### src/rtl/cdb_arbiter.sv
// cdb_arbiter: round-robin arbiter granting one execution unit per cycle onto the CDB.
// Define CDB_ARBITER_OUT_REG_EN to register the cdb_* outputs (one-cycle latency).
module cdb_arbiter #(
  parameter int NUM_PORTS = 4,
  parameter int TAG_W = 4,
  parameter int ROB_PTR_W = 4,
  localparam int SRC_W = (NUM_PORTS > 1) ? $clog2(NUM_PORTS) : 1
) (
  input  logic                          clk,
  input  logic                          rst,
  input  logic                          flush,
  input  logic [NUM_PORTS-1:0]          exu_req,
  output logic [NUM_PORTS-1:0]          exu_rdy,
  input  logic [NUM_PORTS*TAG_W-1:0]    exu_tag,
  input  logic [NUM_PORTS*ROB_PTR_W-1:0] exu_inst_id,
  input  logic [NUM_PORTS*32-1:0]       exu_wdata,
  output logic                          cdb_valid,
  output logic [TAG_W-1:0]              cdb_tag,
  output logic [ROB_PTR_W-1:0]          cdb_inst_id,
  output logic [31:0]                   cdb_wdata,
  output logic [SRC_W-1:0]              cdb_src
);

  logic [SRC_W-1:0]     rr_ptr;
  logic [SRC_W-1:0]     nxt_ptr;
  logic [SRC_W-1:0]     gnt_idx;
  logic [SRC_W-1:0]     cand;
  logic [SRC_W:0]       sum;
  logic                 gnt_found;
  logic                 grant_ok;
  logic [TAG_W-1:0]     sel_tag;
  logic [ROB_PTR_W-1:0] sel_id;
  logic [31:0]          sel_data;

  // Search upward from rr_ptr, wrapping at NUM_PORTS
  always_comb begin
    gnt_found = 1'b0;
    gnt_idx   = '0;
    sum       = '0;
    cand      = '0;
    for (int k = 0; k < NUM_PORTS; k++) begin
      sum = {1'b0, rr_ptr} + (SRC_W+1)'(k);
      if (sum >= (SRC_W+1)'(NUM_PORTS))
        sum = sum - (SRC_W+1)'(NUM_PORTS);
      cand = sum[SRC_W-1:0];
      if (!gnt_found && exu_req[cand]) begin
        gnt_found = 1'b1;
        gnt_idx   = cand;
      end
    end
  end

  assign grant_ok = gnt_found & ~flush & ~rst;

  assign nxt_ptr = (gnt_idx == SRC_W'(NUM_PORTS-1)) ?
                   '0 : gnt_idx + 1'b1;

  always_comb begin
    exu_rdy = '0;
    if (grant_ok)
      exu_rdy[gnt_idx] = 1'b1;
  end

  always_ff @(posedge clk) begin
    if (rst)
      rr_ptr <= '0;
    else if (grant_ok)
      rr_ptr <= nxt_ptr;
  end

  always_comb begin
    sel_tag  = '0;
    sel_id   = '0;
    sel_data = '0;
    for (int i = 0; i < NUM_PORTS; i++) begin
      if (gnt_idx == SRC_W'(i)) begin
        sel_tag  = exu_tag[i*TAG_W +: TAG_W];
        sel_id   = exu_inst_id[i*ROB_PTR_W +: ROB_PTR_W];
        sel_data = exu_wdata[i*32 +: 32];
      end
    end
  end

`ifdef CDB_ARBITER_OUT_REG_EN
  logic valid_q;

  always_ff @(posedge clk) begin
    if (rst) begin
      valid_q     <= 1'b0;
      cdb_tag     <= '0;
      cdb_inst_id <= '0;
      cdb_wdata   <= '0;
      cdb_src     <= '0;
    end else begin
      valid_q <= grant_ok;
      if (grant_ok) begin
        cdb_tag     <= sel_tag;
        cdb_inst_id <= sel_id;
        cdb_wdata   <= sel_data;
        cdb_src     <= gnt_idx;
      end
    end
  end

  // A flush or reset in the broadcast cycle kills the stored result
  assign cdb_valid = valid_q & ~flush & ~rst;
`else
  assign cdb_valid   = grant_ok;
  assign cdb_tag     = sel_tag;
  assign cdb_inst_id = sel_id;
  assign cdb_wdata   = sel_data;
  assign cdb_src     = gnt_idx;
`endif

endmodule

### config.mk
export PLATFORM = sky130hd
export DESIGN_NAME = cdb_arbiter
export DESIGN_NICKNAME = d
export VERILOG_FILES = /design/src/rtl/cdb_arbiter.sv
export SDC_FILE = /design/constraint.sdc
export NUM_CORES = 1
export LEC_CHECK = 0
export ABC_CLOCK_PERIOD_IN_PS = 3500
export CORE_AREA = 2 2 83 85
export DETAILED_ROUTE_END_ITERATION = 8
export DIE_AREA = 0 0 85 87
export PLACE_DENSITY_LB_ADDON = 0.05
export SETUP_SLACK_MARGIN = 0.4
export SLEW_MARGIN = 10
export SYNTH_ARGS = -nofsm -noshare
export SYNTH_HDL_FRONTEND = slang
export SYNTH_SLANG_ARGS = --single-unit
### constraint.sdc
create_clock -name clk -period 3.5 [get_ports clk]
set_input_delay 0.525 -clock clk [delete_from_list [all_inputs] [get_ports clk]]
set_output_delay 0.525 -clock clk [all_outputs]
set_load 0.02 [all_outputs]
# ---- Yosys cells after proc, flatten, opt, wreduce, memory -nomap -nowiden
# Cells that the tools add are included.
# Widths: inputs -> output; s select.
dict set report totals {
  reg_bits 2
  in_bits 167
  output_inout_bits 47
  word_cells 70
}
dict set report op_classes {
  add_sub_neg 8
  n_lt_le_gt_ge 10
  n_eq_ne 3
  mux 36
  bitwise_logic 4
  n_reduce_logical 8
}
# operator n
set ops {}
lappend ops {{$mux 32} 4}
lappend ops {{$mux 4} 9}
lappend ops {{$mux 2} 9}
lappend ops {{$lt 2x3->1 const B} 5}
lappend ops {{$ge 3x3->1 const B} 3}
lappend ops {{$mux 1} 9}
lappend ops {{$bmux 1 s2} 4}
lappend ops {{$sub 2x1->2 const B} 4}
lappend ops {{$add 2x2->3 const B} 2}
lappend ops {{$eq 2x2->1 const B} 2}
lappend ops {{$logic_and 1x1->1} 4}
lappend ops {{$add 2x1->3 const B} 1}
lappend ops {{$ge 2x3->1 const B} 1}
lappend ops {{$logic_not 1->1} 3}
lappend ops {{$add 2x1->2 const B} 1}
lappend ops {{$and 1x1->1} 2}
lappend ops {{$demux 1 s2} 1}
lappend ops {{$eq 2x1->1 const B} 1}
lappend ops {{$ge 2x1->1 const B} 1}
lappend ops {{$logic_not 2->1} 1}
lappend ops {{$not 1->1} 2}

# ---- Depth between registers and ports, before layout
dict set report depth {
  depth_word 19
  ltp_mapped 12
  mapped_depth_nobuf 9
}

# ---- Least setup slack after synthesis
# No wires, ideal clock.
dict set report synth_path {
  path_type {in2out}
  startpoint {input exu_req[2]}
  endpoint {output cdb_wdata[0]}
  t_arrival_ps 2623
  path_slack_ps 352
  cell_stages 9
  path_buffers 2
  path_cell_list {mux2i_1 nor2_1 nor4_2 ha_1 buf_4 clkbuf_1 a221o_1 o21ai_1 o21ai_1}
}
dict set report synth_between {
  elab_chain_cells 17
  word_cells_on_any_way 29
}
# item line_no
set synth_lines {}
lappend synth_lines {{from (decl)} 12} ;# input logic [NUM_PORTS-1:0] exu_req,
lappend synth_lines {{$bmux 1 s2} 46} ;# if (!gnt_found && exu_req[cand]) begin
lappend synth_lines {{$mux 1 (implied by the code)} 46}
lappend synth_lines {{$mux 1} 46}
lappend synth_lines {{$logic_not 1->1} 46}
lappend synth_lines {{$logic_and 1x1->1} 46}
lappend synth_lines {{$mux 1} 46}
lappend synth_lines {{$logic_not 1->1} 46}
lappend synth_lines {{$logic_and 1x1->1} 46}
lappend synth_lines {{$mux 1} 46}
lappend synth_lines {{$logic_not 1->1} 46}
lappend synth_lines {{$logic_and 1x1->1} 46}
lappend synth_lines {{$mux 2 (*)} 46}
lappend synth_lines {{named net cdb_src[0]} 21} ;# output logic [SRC_W-1:0] cdb_src
lappend synth_lines {{$logic_not 2->1} 76} ;# if (gnt_idx == SRC_W'(i)) begin
lappend synth_lines {{$mux 32 (3 in series)} 76}
lappend synth_lines {{$mux 32 (*)} 76}
lappend synth_lines {{to (decl)} 20} ;# output logic [31:0] cdb_wdata,
# The timed path passes the listed nets; every way through them passes the cells marked *. The select of a mux whose other input is x is not followed.

# ---- Worst setup path after layout
dict set report layout_path {
  startpoint {register rr_ptr[1]}
  endpoint {output cdb_wdata[30]}
}
dict set report layout_between {
  elab_chain_cells 19
  word_cells_on_any_way 44
}
# item line_no
set layout_lines {}
lappend layout_lines {{from (decl)} 24} ;# logic [SRC_W-1:0] rr_ptr;
lappend layout_lines {{from (signal assigned)} 68} ;# rr_ptr <= nxt_ptr;
lappend layout_lines {{parallel branches: the longest is 13 deep, another holds $add 2x1->3} n/a}
lappend layout_lines {{$mux 2 (*)} 46}
lappend layout_lines {{$logic_not 2->1} 76}
lappend layout_lines {{$mux 32 (3 in series)} 76}
lappend layout_lines {{$mux 32 (*)} 76}
# Every way passes the cells marked *. The select of a mux whose other input is x is not followed.

==> key figures <==
Run status
  – Status: finished clean

Yosys
  – Main synth FF type: dfxtp_1
  – Mapped Cells: between 200 and 250
  – Mapped Area: ~0.0014 mm2
  – Top-area cell type share of the netlist area: between 20% and 30%
  – EDFF count, synth: 0
  – Seq cells post-synth: 2
  – Register area share after synthesis: 2.95%
  – Syn avg cell area: a little over 6 um2
  – Post-synth top cells: o21ai_1 (80), nand2_1 (43), a221o_1 (39), clkbuf_1 (21), a21oi_1 (5)
  – Post-synthesis cell type count: 26
  – Synth area leaders: o21ai_1 (29%), a221o_1 (29%), nand2_1 (12%)
  – Synth area leader: o21ai_1
  – Warnings, synthesis: 0
  – Count leader, synth: o21ai_1
  – Post-Syn Nets: between 300 and 400
  – Ys async rst share: 0%

Critical path
  – R2R Setup Slk: about 1.7 ns
  – Data arrival, critical path: ~2.6 ns
  – Startpoint Class: flop
  – Worst path required time: 2.97 ns
  – Reg2reg end: rr_ptr[1]
  – Critical path endpoint category: output pin
  – Cell count of the worst reg-to-reg path: 8
  – Crit Reg-Reg Startpoint: rr_ptr[1]
  – Setup crit start: rr_ptr[1]
  – Crit Path Class: reg -> out
  – Crit path max fanout: 6

Timing
  – Hold_ws: 0.529 ns
  – RSZ-0062 raised after global routing: yes
  – Rel. slew slack: about 77%
  – Worst-margin pin slew: 0.336 ns
  – Setup TNS: 0 ns
  – Fin crit share: roughly nine tenths
  – Hold Fails Final Rpt: 0
  – Worst Skew: about 0.0022 ns
  – Fmax achieved: 323 MHz
  – Final Max Slew Viols: 0
  – Minimum clock period: ~3.1 ns
  – Setup violators final: 0

Power and ir drop
  – Clock power frac: about 6.6%
  – P_leak: 0.00164 uW
  – Switch Pwr: between 600 and 700 uW
  – Sw Ratio: between 40% and 50%
  – Max VDD drop: 254 uV
  – P_int: a little under 800 uW
  – Total chip power: about 1400 uW
  – Combinational Power Share: 91.2%
  – Sequential power share: around 2.2%
  – PwrDens: ~340 mW/mm2

Drt
  – DRT antenna net count: 0
  – Wirelength per Cell: 17.7 um
  – DRT Wirelength: 9.61 mm
  – Via count: 2715
  – Vias/cell: approximately 5.0
  – DRC: 0
  – Initial DRT Pass Iterations: 4
  – Detailed Route Iter0 Violations: between 100 and 150

Final layout
  – Top reg by flops: rr_ptr
  – Top flop regs: rr_ptr x2
  – Area growth, synth to finish: 200%
  – # nets final: 636
  – Layout cells sized above 1: 25.3%
  – ANT cells: 0
  – Max reg flops: 2
  – # fillers: between 600 and 700
  – Final instance area: about 0.0041 mm2
  – Final core occ: ~62%

Place
  – Post-DP HPWL: roughly 6 mm
  – Placed cell areas: approximately 0.0037 mm2
  – # port buffers: 213
  – Final Wtd Congestion: about 0.80

Min path
  – Critical hold path startpoint: rr_ptr[1]
  – WHS Path Cells: 2
  – Worst Hold Class: reg -> reg
  – Worst hold endpoint: rr_ptr[1]

Clocking
  – Clock Path Buffers: 2
  – H-tree depth: 1
  – Clk slew on worst S/H paths: approximately 0.030 ns
  – Total clock buffers created by CTS: 3
  – CTS tree: built
  – Clock Sinks: 2
  – Clk_lat worst skew: 0.21 ns
  – Clk root buf: clkbuf_8

Floorplan
  – Starting Density: just over 20%
  – Core Box Area: approximately 0.0066 mm2
  – Ports: 214
  – Die height: slightly below 90 um
  – Die width: 85 um
  – Die area: 0.00740 mm2
  – # rows: 30

Global route
  – Vias in the first global route: 2601
  – Global-route wire length before repair: roughly 14 mm
  – GRT Total Usage: 22.7%
  – Largest net degree at the start of global routing: 41
  – Initial antenna violation count: 0
  – Gr ovfl total: 0

Run
  – Number of max-cap violations: 0
==> metrics by stage <==
stage	cells	setup WS, ns
final	543	0.407
after global routing	543	0.279
after CTS	537	0.375
after detailed placement	509	-0.770
after global placement	509	-0.748
after floorplan	225	0.549
==> worst max path at each step <==
stage               slack, ns  depth (start not counted)              to
finish                   0.41                         12   cdb_wdata[30]
global route             0.28                         12  cdb_inst_id[1]
CTS                      0.38                         13    cdb_wdata[4]
detailed placement      -0.77                         11    cdb_wdata[6]
global placement        -0.75                         11      cdb_tag[3]
floorplan                0.55                          9    cdb_wdata[0]
==> power by group through the flow <==
stage	sequential (uW)	clock (uW)	combinational, uW
2_1_floorplan	28.3	0	558
3_3_place_gp	29.3	0	1110
3_5_place_dp	29.5	0	1110
4_1_cts	29.8	94.4	1180
5_1_grt	31.2	98.8	1350
6_report	30.5	91.7	1260
==> worst max-delay path, cell delays in order (launching register included) <==
cell	delay, ns
dfxtp_4	0.37
mux2i_2	0.24
nor2_2	0.09
nor4_4	0.34
buf_4	0.19
ha_4	0.19
nor2b_4	0.07
buf_6	0.12
buf_6	0.12
a221o_1	0.31
o21ai_1	0.08
o21ai_1	0.08
buf_4	0.16
==> cells by family (layout without fill, tap and decap cells) <==
logic type                 after synthesis  count (layout)  share of synthesized area, %
buffers and inverters                   31             267                          10.1
DFF                                      2               2                          2.95
muxes                                    1               1                         0.737
and+or+nand+nor                         58              60                          20.0
AOI/OAI and AO/OA                      129             129                          62.5
adders and majority gates                4               4                          3.68
==> timing repair <==
action	4_1_cts	5_1_grt
hold buffers	0	0
pin swaps	5	17
buffers inserted	18	3
cloned	7	3
resized for setup	205	38
setup endpoints to repair	44	41
==> area by class of cell <==
class / count / area, um2 / share of cell area, %
clock buffer: 3 / 41.3 / 1.01
multi-input combinational: 194 / 1310 / 32.0
tap: 80 / 100 / 2.45
timing repair buffer: 260 / 2570 / 63.1
sequential: 2 / 43.8 / 1.07
inverter: 4 / 15.0 / 0.368
==> layout by cell type, fill, tap and decap left out, types with 2 or more instances in the layout <==
| cell type | instances |
|---|---|
| inv_1 | 2 |
| o21ai_0 | 2 |
| ha_4 | 3 |
| nand2_1 | 43 |
| buf_6 | 9 |
| inv_2 | 2 |
| nor2_1 | 3 |
| clkdlybuf4s50_1 | 166 |
| clkbuf_8 | 3 |
| buf_16 | 3 |
| o21ai_1 | 74 |
| nor3_1 | 2 |
| and2_1 | 3 |
| buf_8 | 2 |
| nor4_4 | 2 |
| nor2b_4 | 3 |
| a221o_1 | 39 |
| buf_12 | 7 |
| a21oi_1 | 4 |
| o21ai_2 | 6 |
| clkbuf_16 | 4 |
| buf_2 | 25 |
| dlygate4sd2_1 | 2 |
| buf_4 | 40 |
==> routing by layer <==
layer / GRT usage [%] / part of all wire [%]
met3: 2.84 / 6.2
met2: 43.3 / 52
met5: 0 / 0
met4: 3.90 / 1.4
met1: 27.5 / 41
Note: power is estimated with default switching activity, not from simulation.
